## config.mk

```make
export PLATFORM = sky130hd
export DESIGN_NAME = pc_sequencer
export DESIGN_NICKNAME = d
export VERILOG_FILES = /design/src/rtl/pc_sequencer_pkg.sv /design/src/rtl/pc_sequencer_next_pc_calc.sv /design/src/rtl/pc_sequencer.sv
export SDC_FILE = /design/constraint.sdc
export NUM_CORES = 1
export LEC_CHECK = 0
export ABC_AREA = 1
export CORE_MARGIN = 1
export CORE_UTILIZATION = 49
export CTS_CLUSTER_SIZE = 24
export DETAILED_ROUTE_END_ITERATION = 8
export PLACE_DENSITY = 0.79
export SYNTH_ARGS = -nofsm -noshare
export SYNTH_HDL_FRONTEND = slang
export SYNTH_SLANG_ARGS = --single-unit
```

## constraint.sdc

```tcl
create_clock -name clk -period 1.9 [get_ports clk]
set_input_delay 0.38 -clock clk [delete_from_list [all_inputs] [get_ports clk]]
set_output_delay 0.38 -clock clk [all_outputs]
set_load 0.02 [all_outputs]
```

## src/rtl/pc_sequencer_pkg.sv

```systemverilog
// Shared encodings for the PC sequencer: reset/trap addresses, jump kinds,
// FSM states and the misaligned-target cause code.
package pc_sequencer_pkg;

    localparam logic [31:0] RESET_PC = 32'h0000_0000;
    localparam logic [31:0] MTVEC    = 32'h0000_0100;

    localparam logic [1:0] JMP_SEQ  = 2'b00;
    localparam logic [1:0] JMP_BR   = 2'b01;
    localparam logic [1:0] JMP_JUMP = 2'b10;
    localparam logic [1:0] JMP_EXC  = 2'b11;

    localparam logic [3:0] CAUSE_MISALIGNED = 4'd0;

    typedef enum logic [1:0] {
        ST_RUN       = 2'd0,
        ST_TRAP_SAVE = 2'd1,
        ST_TRAP_VEC  = 2'd2
    } state_t;

endpackage

```

## src/rtl/pc_sequencer_next_pc_calc.sv

```systemverilog
// Combinational branch/jump resolution: whether control leaves the sequential
// path, where it goes, and whether that target is misaligned (bit 1 set).
module next_pc_calc
    import pc_sequencer_pkg::*;
(
    input  logic [31:0] i_pc,
    input  logic [1:0]  i_jump,
    input  logic        i_branch,
    input  logic        i_reg_sel,
    input  logic        i_cond,
    input  logic [31:0] i_imm,
    input  logic [31:0] i_rs1,
    output logic        o_taken,
    output logic [31:0] o_target,
    output logic        o_misaligned
);

    logic [31:0] w_pc_rel;
    logic [31:0] w_reg_rel;

    assign w_pc_rel  = i_pc + i_imm;
    assign w_reg_rel = (i_rs1 + i_imm) & ~32'h1;

    always_comb begin
        o_taken  = 1'b0;
        o_target = w_pc_rel;
        if (i_jump == JMP_BR) begin
            o_taken = !i_branch || i_cond;
        end else if (i_jump == JMP_JUMP) begin
            o_taken  = 1'b1;
            o_target = i_reg_sel ? w_reg_rel : w_pc_rel;
        end
    end

    assign o_misaligned = o_taken && o_target[1];

endmodule

```

## src/rtl/pc_sequencer.sv

```systemverilog
// Program counter sequencer with a three-state trap FSM (RUN/TRAP_SAVE/TRAP_VEC).
// Redirects land on pc one clock after the deciding cycle; stall freezes everything.
module pc_sequencer
    import pc_sequencer_pkg::*;
(
    input  logic        clk,
    input  logic        rst,
    input  logic        stall,
    input  logic        ctrl_valid,
    input  logic [1:0]  jump,
    input  logic        branch,
    input  logic        reg_sel,
    input  logic        cond,
    input  logic [31:0] imm,
    input  logic [31:0] rs1,
    input  logic [3:0]  exc_cause,
    input  logic        mret,
    output logic [31:0] pc,
    output logic [31:0] link,
    output logic        flush,
    output logic        trap_active,
    output logic [31:0] mepc,
    output logic [3:0]  mcause
);

    state_t      r_state;
    logic [31:0] r_pc;
    logic [31:0] r_mepc;
    logic [3:0]  r_mcause;
    logic        r_flush;

    logic        w_taken;
    logic [31:0] w_target;
    logic        w_misaligned;
    logic [31:0] w_link;

    assign w_link = r_pc + 32'd4;

    next_pc_calc u_next_pc_calc (
        .i_pc         (r_pc),
        .i_jump       (jump),
        .i_branch     (branch),
        .i_reg_sel    (reg_sel),
        .i_cond       (cond),
        .i_imm        (imm),
        .i_rs1        (rs1),
        .o_taken      (w_taken),
        .o_target     (w_target),
        .o_misaligned (w_misaligned)
    );

    always_ff @(posedge clk) begin
        if (rst) begin
            r_state  <= ST_RUN;
            r_pc     <= RESET_PC;
            r_mepc   <= 32'd0;
            r_mcause <= 4'd0;
            r_flush  <= 1'b0;
        end else if (stall) begin
            // flush marks a pc load, and no load happens while stalled
            r_flush <= 1'b0;
        end else begin
            r_flush <= 1'b0;
            case (r_state)
                ST_RUN: begin
                    if (ctrl_valid) begin
                        if (jump == JMP_EXC) begin
                            r_mepc   <= r_pc;
                            r_mcause <= exc_cause;
                            r_state  <= ST_TRAP_SAVE;
                        end else if (mret) begin
                            r_pc    <= r_mepc;
                            r_flush <= 1'b1;
                        end else if (w_misaligned) begin
                            r_mepc   <= r_pc;
                            r_mcause <= CAUSE_MISALIGNED;
                            r_state  <= ST_TRAP_SAVE;
                        end else if (w_taken) begin
                            r_pc    <= w_target;
                            r_flush <= 1'b1;
                        end else begin
                            r_pc <= w_link;
                        end
                    end
                end
                ST_TRAP_SAVE: begin
                    r_state <= ST_TRAP_VEC;
                end
                ST_TRAP_VEC: begin
                    r_pc    <= MTVEC;
                    r_flush <= 1'b1;
                    r_state <= ST_RUN;
                end
                default: begin
                    r_state <= ST_RUN;
                end
            endcase
        end
    end

    assign pc          = r_pc;
    assign link        = w_link;
    assign flush       = r_flush;
    assign trap_active = (r_state != ST_RUN);
    assign mepc        = r_mepc;
    assign mcause      = r_mcause;

endmodule

```

==> metrics.md, run 1 <==
| Metric | Value |
|---|---|
| Gr ovfl total | `12` |
| Post-synth ARST share | `0%` |
| Cell Count Post-Placement | `2434` |
| Initial Utilization | `50.8%` |
| Flops & latches, synth | `71` |
| Die height | `140 um` |
| Error msg | `[ERROR GRT-0116] Global routing finished with congestion. Check the congestion regions in the DRC Viewer.` |
| Post-synth EDFFs | `0` |
| Vias in the first global route | `17100` |
| Main synth FF type | `dfxtp_1` |
| Synth top cells by count | `638 x nand2_1, 324 x inv_1, 176 x nor2_1` |
| Hpwl dp | `32100 um` |
| CTS sink count | `71` |
| Largest cells by area after synthesis | `nand2_1 26%, dfxtp_1 15%, inv_1 13%` |
| CTS Buffer Depth | `2` |
| Largest net degree at the start of global routing | `35` |
| Mapped Area | `9280 um2` |
| I/O Pins | `180` |
| Num CTS Buffers | `9` |
| H-tree Lvls | `3` |
| Gr usage total | `65.8%` |
| Synthesized instance count | `1765` |
| Area share of the largest cell type after synthesis | `25.8%` |
| Chip width | `140 um` |
| Most frequent cell after synthesis | `nand2_1` |
| GPL Wtd Cong | `0.975` |
| Yosys Warn Count | `0` |
| I/O Buffers | `179` |
| Post-synthesis sequential area ratio | `15.3%` |
| Synthesized area per cell | `5.26 um2` |
| Status | `did not finish` |
| Stop stage | `global routing (5_1_grt)` |
| Synth unique cells | `43` |
| Rows | `49` |
| Cts hold-fix bufs | `0` |
| Clk root buf | `clkbuf_16` |
| First-pass GRT wire length | `97200 um` |
| Synthesized Nets | `1907` |
| Synth area leader | `nand2_1` |
stage by stage:
step	setup slack, ns	instance area [um2]
floorplan	-0.0723	9510
global placement	-0.862	13700
detailed placement	-0.936	13700
CTS	-0.510	16400
routing by layer:
layer,global-route usage (%),overflow
met5,9.02,0
met4,61.8,5
met3,43.4,0
met2,89.8,7
met1,66.7,0
cell families after synthesis:
logic type / count (synthesis) / share of synthesized area, %
flops: 71 / 15.3
simple gates: 1029 / 45.9
buf+inv: 371 / 15.5
compound gates: 203 / 11.9
xor+xnor: 27 / 2.63
fa+ha+maj: 64 / 8.79
timing repair:
item	4_1_cts
pin swaps	149
setup buffers	55
endpoints found under the hold margin	0
endpoints found under the setup margin	106
gates cloned	13
resized for setup	622
==> inputs of run 2 (changes only) <==
Settings changed: CORE_UTILIZATION 49 to 35, CTS_CLUSTER_SIZE 24 to not set, PLACE_DENSITY 0.79 to not set, PLACE_DENSITY_LB_ADDON set to 0.15.
Clock period 1.9 ns to 2.5 ns, I/O delays scaled along.
==> run 2 against run 1 <==
The flow now finishes, with violations (negative setup slack). Area after synthesis did not move. Synthesized cell count did not move.
==> metrics.md, run 2 <==
| Metric | Value |
|---|---|
| Vias | `12500` |
| Failing checks | `negative setup slack` |
| Largest cells by area after synthesis | `nand2_1 26%, dfxtp_1 15%, inv_1 13% (unchanged)` |
| Final core occ | `57.5%` |
| CTS Buffer Depth | `2 (unchanged)` |
| Status | `finished, violations left (was did not finish)` |
| Synth top cells by count | `638 x nand2_1, 324 x inv_1, 176 x nor2_1 (unchanged)` |
| Combinational power share | `46.0%` |
| Flop pwr share | `25.0%` |
| Initial antenna violation count | `0` |
| Layout cells sized above 1 | `25.3%` |
| Post-Route WL | `40300 um` |
| Switching pwr | `0.00182 W` |
| Rows | `59 (was 49)` |
| RSZ-0062 raised after global routing | `yes` |
| WL/cell | `15.9 um` |
| Post-synth EDFFs | `0 (unchanged)` |
| Clock Power Share | `29.0%` |
| Routed Antenna Nets | `0` |
| Synthesized Nets | `1907 (unchanged)` |
| Synth area leader | `nand2_1 (unchanged)` |
| Routed vias/inst | `4.93` |
| Yosys Warn Count | `0 (unchanged)` |
| CTS sink count | `71 (unchanged)` |
| Achievable frequency | `0.393 GHz` |
| Peak supply drop | `371 uV` |
| TritonCTS clock tree | `built` |
| Remaining DRCs | `0` |
| Max cap viols | `0` |
| Post-synthesis sequential area ratio | `15.3% (unchanged)` |
| Skew-Pair Late Insertion Delay | `0.35 ns` |
| Synthesized instance count | `1765 (unchanged)` |
| Gr ovfl total | `0` |
| CP peak stage delay | `0.35 ns` |
| Net Sw Frac | `37.2%` |
| Core area | `26100 um2` |
| Hpwl dp | `31300 um (was 32100 um)` |
| GPL Wtd Cong | `0.968 (was 0.975)` |
| P_int | `0.00308 W` |
| Clk root buf | `clkbuf_16 (unchanged)` |
| Diodes inserted | `0` |
| Flops & latches, synth | `71 (unchanged)` |
| Largest net degree at the start of global routing | `58` |
| Synth unique cells | `43 (unchanged)` |
| Most frequent cell after synthesis | `nand2_1 (unchanged)` |
| Cts hold-fix bufs | `0 (unchanged)` |
| Required time worst endpoint | `2.00 ns` |
| Area grow syn2layout | `61.4%` |
| Num CTS Buffers | `9 (unchanged)` |
| Most used cell, CP | `buf_4` |
| Final hold viol count | `0` |
| Initial Utilization | `35.6% (was 50.8%)` |
| Die ar. | `27200 um2` |
| I/O Pins | `180 (unchanged)` |
| Setup ws final | `-0.0448 ns` |
| Crit path max fanout | `5` |
| Mapped Area | `9280 um2 (unchanged)` |
| Final Cycle Share | `102%` |
| Area share of the largest cell type after synthesis | `25.8% (unchanged)` |
| CP Data Arrival Time | `2.04 ns` |
| Power Density | `327 nW/um2` |
| Most common cell after layout, fill and taps aside | `nand2_1` |
| Slew Viols, Final | `0` |
| Worst Setup End Kind | `output pin` |
| Synthesized area per cell | `5.26 um2 (unchanged)` |
| Least-Margin Pin Slew | `0.550 ns` |
| Commonest non-fill, non-tap cells in the layout | `598 x nand2_1, 310 x inv_1, 275 x buf_4, 150 x nor2_1, 121 x clkdlybuf4s50_1` |
| DRT Pass-1 Iters | `8` |
| Critical path cell sequence | `buf_4 > clkinvlp_4 > nor3_4 > buf_4 > xor2_1 > inv_1 > dlygate4sd2_1` |
| Layout net count | `2342` |
| Non-Filler Cell Area, Final | `15000 um2` |
| Clock skew | `0.0101 ns` |
| Hold_ws | `0.496 ns` |
| First-pass GRT wire length | `59000 um` |
| HP Class | `flip-flop to flip-flop` |
| I/O Buffers | `179 (unchanged)` |
| Vias in the first global route | `11600` |
| DP Area | `13300 um2 (was 13700 um2)` |
| # setup viols final | `3` |
| Main synth FF type | `dfxtp_1 (unchanged)` |
| Drt initial violations | `973` |
| Slew headroom | `63.4%` |
| H-tree Lvls | `3 (unchanged)` |
| Gr usage total | `28.3%` |
| Chip width | `165 um (was 140 um)` |
| Post-synth ARST share | `0% (unchanged)` |
| CP max-delay cell | `dfxtp_2` |
| CP Launch Type | `flip-flop` |
| Kind of critical path | `flip-flop to output pin` |
| Fill cells | `2605` |
| Pleak | `8.13 nW` |
| Die height | `165 um (was 140 um)` |
| Final Critical Period | `2.54 ns` |
| Clk slew on worst S/H paths | `0.06 ns` |
==> run 2: critical path, delay by kind of cell, from the launching register on <==
kind | cells | cell delay, ns
xor+xnor | 1 | 0.16
flops | 1 | 0.35
buf+inv | 5 | 0.95
simple gates | 1 | 0.23
==> run 2: power by group through the flow <==
stage	sequential (W)	clock, W	combinational, W
global route	0.00123	0.00148	0.00246
global placement	0.00124	0	0.00199
detailed placement	0.00124	0	0.00201
CTS	0.00122	0.00143	0.00205
finish	0.00122	0.00142	0.00225
floorplan	0.00130	0	0.000987
==> run 2: final timing paths <==
path                                  end               startpoint  slack, ns  cells past startpoint
setup reg to reg      pc[14]$_SDFFE_PP0P_       pc[2]$_SDFFE_PP0P_       0.05                     19
hold reg to reg   r_state[0]$_SDFFE_PP0P_  r_state[0]$_SDFFE_PP0P_       0.50                      2
setup / recovery                  link[5]       pc[2]$_SDFFE_PP0P_      -0.04                      7
hold / removal    r_state[0]$_SDFFE_PP0P_  r_state[0]$_SDFFE_PP0P_       0.50                      2
==> run 2: per-stage QoR <==
stage	power (W)	std cells	setup TNS, ns	setup slack (ns)
floorplan	0.00229	1765	0	0.191
global placement	0.00324	2500	-20.47	-0.391
detailed placement	0.00325	2500	-24.97	-0.436
CTS	0.00470	2526	-0.313	-0.0994
global route	0.00516	2540	-0.623	-0.119
finish	0.00490	2540	-0.0920	-0.0448
==> run 2: cell families after synthesis <==
logic type / Yosys count / share of synthesized area [%]
adder cells (fa/ha/maj): 64 / 8.79
AO/OA/AOI/OAI: 203 / 11.9
buffers and inverters: 371 / 15.5
XOR/XNOR: 27 / 2.63
AND/OR/NAND/NOR: 1029 / 45.9
flip-flops: 71 / 15.3
==> run 2: area by class of cell <==
| class | count | area [um2] | area share [%] |
|---|---|---|---|
| multi-input combinational | 1323 | 7470 | 49.9 |
| timing repair buffer | 462 | 4070 | 27.1 |
| timing repair inverter | 1 | 7.51 | 0.0501 |
| clock inverter | 5 | 81.3 | 0.543 |
| clock buffer | 11 | 243 | 1.62 |
| sequential | 71 | 1440 | 9.62 |
| tap | 335 | 419 | 2.80 |
| inverter | 332 | 1260 | 8.38 |
==> run 2: per-layer routing <==
| metal | track usage [%] | wire length [um] |
|---|---|---|
| met1 | 38.8 | 18400 |
| met2 | 47.0 | 18600 |
| met3 | 2.24 | 2530 |
| met4 | 8.34 | 841 |
| met5 | 0 | 0 |
==> run 2: timing repair <==
action | CTS | global route
pin swaps | 22 | 52
gates resized for setup | 170 | 213
setup buffers | 10 | 11
endpoints found under the setup margin | 58 | 92
gates cloned | 0 | 3
(Power assumes the default switching activity.)
==> inputs of run 3 (changes only) <==
Settings changed: SLEW_MARGIN set to 20.
Clock period 2.5 ns to 2.23 ns, I/O delays scaled along.
==> run 3 against run 2 <==
The run still ends with negative setup slack left. Clock-buffer cell count shrank 1. Sequential share of layout area down 0.96 points. Register-to-register slack got worse by 0.28 ns. Critical path depth rose by 3. Wire length grew 12%. Cell area is 13% higher. Clock skew decreased by 0.00077 ns. First-iteration DRC count is 11% higher. Largest cell class unchanged.
==> metrics.md, run 3 (same netlist as run 2, synthesis figures left out) <==
| Metric | Value |
|---|---|
| Crit path max fanout | `3 (was 5)` |
| Post-Route WL | `45300 um (was 40300 um)` |
| Clock skew | `0.00938 ns (was 0.0101 ns)` |
| Least-Margin Pin Slew | `0.500 ns (was 0.550 ns)` |
| Critical path cell sequence | `ha_4 > nand2_4 > nor2_4 > nand2_4 > nor3_4 > nand2_2 > nor2_4 > nand4_1 > and2_4 > buf_6 (was buf_4 > clkinvlp_4 > nor3_4 > buf_4 > xor2_1 > inv_1 > dlygate4sd2_1)` |
| I/O Buffers | `179 (unchanged)` |
| Peak supply drop | `416 uV (was 371 uV)` |
| Cts hold-fix bufs | `0 (unchanged)` |
| Hold Path Depth | `2 (unchanged)` |
| Worst Setup End Kind | `output pin (unchanged)` |
| Hold_sp | `r_state[0]$_SDFFE_PP0P_ (unchanged)` |
| Max cap viols | `0 (unchanged)` |
| Area grow syn2layout | `82.5% (was 61.4%)` |
| Routed Antenna Nets | `0 (unchanged)` |
| Initial antenna violation count | `0 (unchanged)` |
| Num CTS Buffers | `9 (unchanged)` |
| Rows | `59 (unchanged)` |
| Skew-Pair Late Insertion Delay | `0.35 ns (about the same)` |
| Chip width | `165 um (unchanged)` |
| Kind of critical path | `flip-flop to output pin (unchanged)` |
| Layout cells sized above 1 | `36.9% (was 25.3%)` |
| WP buf/inv | `1 (was 5)` |
| CP Data Arrival Time | `2.08 ns (was 2.04 ns)` |
| Layout net count | `2426 (was 2342)` |
| CP Launch Type | `flip-flop (unchanged)` |
| CTS sink count | `71 (unchanged)` |
| Routed vias/inst | `5.11 (was 4.93)` |
| Diodes inserted | `0 (unchanged)` |
| First-pass GRT wire length | `65100 um (was 59000 um)` |
| FF-to-FF End | `mepc[24]$_SDFFE_PP0P_ (was pc[14]$_SDFFE_PP0P_)` |
| I/O Pins | `180 (unchanged)` |
| Tot Pwr | `0.00590 W (was 0.00490 W)` |
| Setup ws final | `-0.300 ns (was -0.0448 ns)` |
| WL/cell | `17.3 um (was 15.9 um)` |
| Final core occ | `65.0% (was 57.5%)` |
| Die ar. | `27200 um2 (unchanged)` |
| Vias in the first global route | `12500 (was 11600)` |
| Gr ovfl total | `0 (unchanged)` |
| DRT Pass-1 Iters | `6 (was 8)` |
| Clk slew on worst S/H paths | `0.06 ns (about the same)` |
| Largest net degree at the start of global routing | `39 (was 58)` |
| Most common cell after layout, fill and taps aside | `nand2_1 (unchanged)` |
| Clk root buf | `clkbuf_16 (unchanged)` |
| Core area | `26100 um2 (unchanged)` |
| Slew Viols, Final | `0 (unchanged)` |
| Achievable frequency | `0.395 GHz` |
| HP Class | `flip-flop to flip-flop (unchanged)` |
| Status | `finished, violations left (unchanged)` |
| Hold EP | `r_state[0]$_SDFFE_PP0P_ (unchanged)` |
| CP max-delay cell | `dfxtp_4 (was dfxtp_2)` |
| Crit path max-delay family | `simple AND/OR/NAND/NOR gates (was buffers and inverters)` |
| Drt initial violations | `1083 (was 973)` |
| R2R Path Start | `pc[0]$_SDFFE_PP0P_ (was pc[2]$_SDFFE_PP0P_)` |
| Initial Utilization | `35.6% (unchanged)` |
| Failing checks | `negative setup slack (unchanged)` |
| # setup viols final | `94 (was 3)` |
| H-tree Lvls | `3 (unchanged)` |
| Pleak | `8.78 nW (was 8.13 nW)` |
| TritonCTS clock tree | `built (unchanged)` |
| Final Cycle Share | `113%` |
| Remaining DRCs | `0 (unchanged)` |
| Required time worst endpoint | `1.78 ns (was 2.00 ns)` |
| CP peak stage delay | `0.36 ns (was 0.35 ns)` |
| Commonest non-fill, non-tap cells in the layout | `525 x nand2_1, 307 x buf_4, 298 x inv_1, 143 x nor2_1, 106 x clkdlybuf4s50_1 (was 598 x nand2_1, 310 x inv_1, 275 x buf_4, 150 x nor2_1, 121 x clkdlybuf4s50_1)` |
| RSZ-0062 raised after global routing | `yes (unchanged)` |
| CTS Buffer Depth | `2 (unchanged)` |
| R2R depth | `13 (was 19)` |
| GPL Wtd Cong | `0.980 (was 0.968)` |
| Gr usage total | `31.2% (was 28.3%)` |
| Power Density | `348 nW/um2 (was 327 nW/um2)` |
| Die height | `165 um (unchanged)` |
| Final Critical Period | `2.53 ns` |
| Slew headroom | `66.7% (was 63.4%)` |
| FF-to-FF setup slack | `-0.23 ns (was 0.05 ns)` |
| Final hold viol count | `0 (unchanged)` |
| Hpwl dp | `31700 um (was 31300 um)` |
| Vias | `13400 (was 12500)` |
==> run 3: how the worst max path moves through the flow <==
stage | from | endpoint | slack (ns) | cells past startpoint
floorplan | pc[3]$_SDFFE_PP0P_ | link[26] | 0.007 | 10
global placement | imm[21] | pc[25]$_SDFFE_PP0P_ | -0.56 | 14
detailed placement | imm[0] | pc[8]$_SDFFE_PP0P_ | -0.59 | 12
CTS | pc[3]$_SDFFE_PP0P_ | link[26] | -0.29 | 11
global route | pc[3]$_SDFFE_PP0P_ | link[26] | -0.36 | 10
finish | pc[2]$_SDFFE_PP0P_ | link[26] | -0.30 | 10
==> run 3: worst register-to-register path, cell delays in order, from the launching register on <==
cell and delay (ns):
dfxtp_4 0.36, ha_4 0.16, inv_2 0.05, fa_2 0.42
nand2_2 0.10, nand2_4 0.06, o21a_4 0.23, buf_12 0.12
buf_6 0.11, nor2_4 0.12, buf_12 0.14, clkinvlp_4 0.22
nor2_1 0.20, nor2_1 0.06
==> run 3: cell type report <==
cell class | instances | area, um2
repair buffers | 546 | 5020
flip-flops and latches | 71 | 1470
fillers | 2292 | 9120
clock inverters | 6 | 93.8
inverters | 332 | 1270
well taps | 335 | 419
multi-input cells | 1323 | 8440
repair inverters | 1 | 7.51
clock buffers | 10 | 229
==> run 3: power breakdown <==
group	total, W	leakage, nW	internal [W]	switching [W]
clock	0.00160	0.153	0.000988	0.000613
combinational	0.00292	8.04	0.00133	0.00159
sequential	0.00138	0.588	0.00132	0.0000647
total	0.00590	8.78	0.00363	0.00227
==> run 3: repair_timing <==
| item | 4_1_cts | 5_1_grt |
|---|---|---|
| setup buffers | 47 | 42 |
| pin swaps | 115 | 121 |
| gates cloned | 10 | 1 |
| gates resized for setup | 445 | 335 |
| endpoints found under the setup margin | 97 | 97 |
==> run 3: layer usage <==
metal,vias to the layer above,share of wire [%],GRT usage (%)
li1,6528,-,-
met1,6078,42,41.0
met2,644,46,52.0
met3,152,7.3,3.21
met4,0,4.4,12.9
met5,-,0,0
==> run 3: metrics by stage <==
step | TNS [ns] | hold WS [ns] | instances | setup WS (ns) | area, um2
after global routing | -21.34 | 0.526 | 2624 | -0.359 | 16900
after CTS | -9.50 | 0.494 | 2590 | -0.295 | 15600
after global placement | -39.45 | 0.486 | 2520 | -0.556 | 13500
after floorplan | 0 | 0.463 | 1765 | 0.00661 | 9280
after detailed placement | -43.51 | 0.485 | 2520 | -0.593 | 13500
final | -15.69 | 0.515 | 2624 | -0.300 | 16900
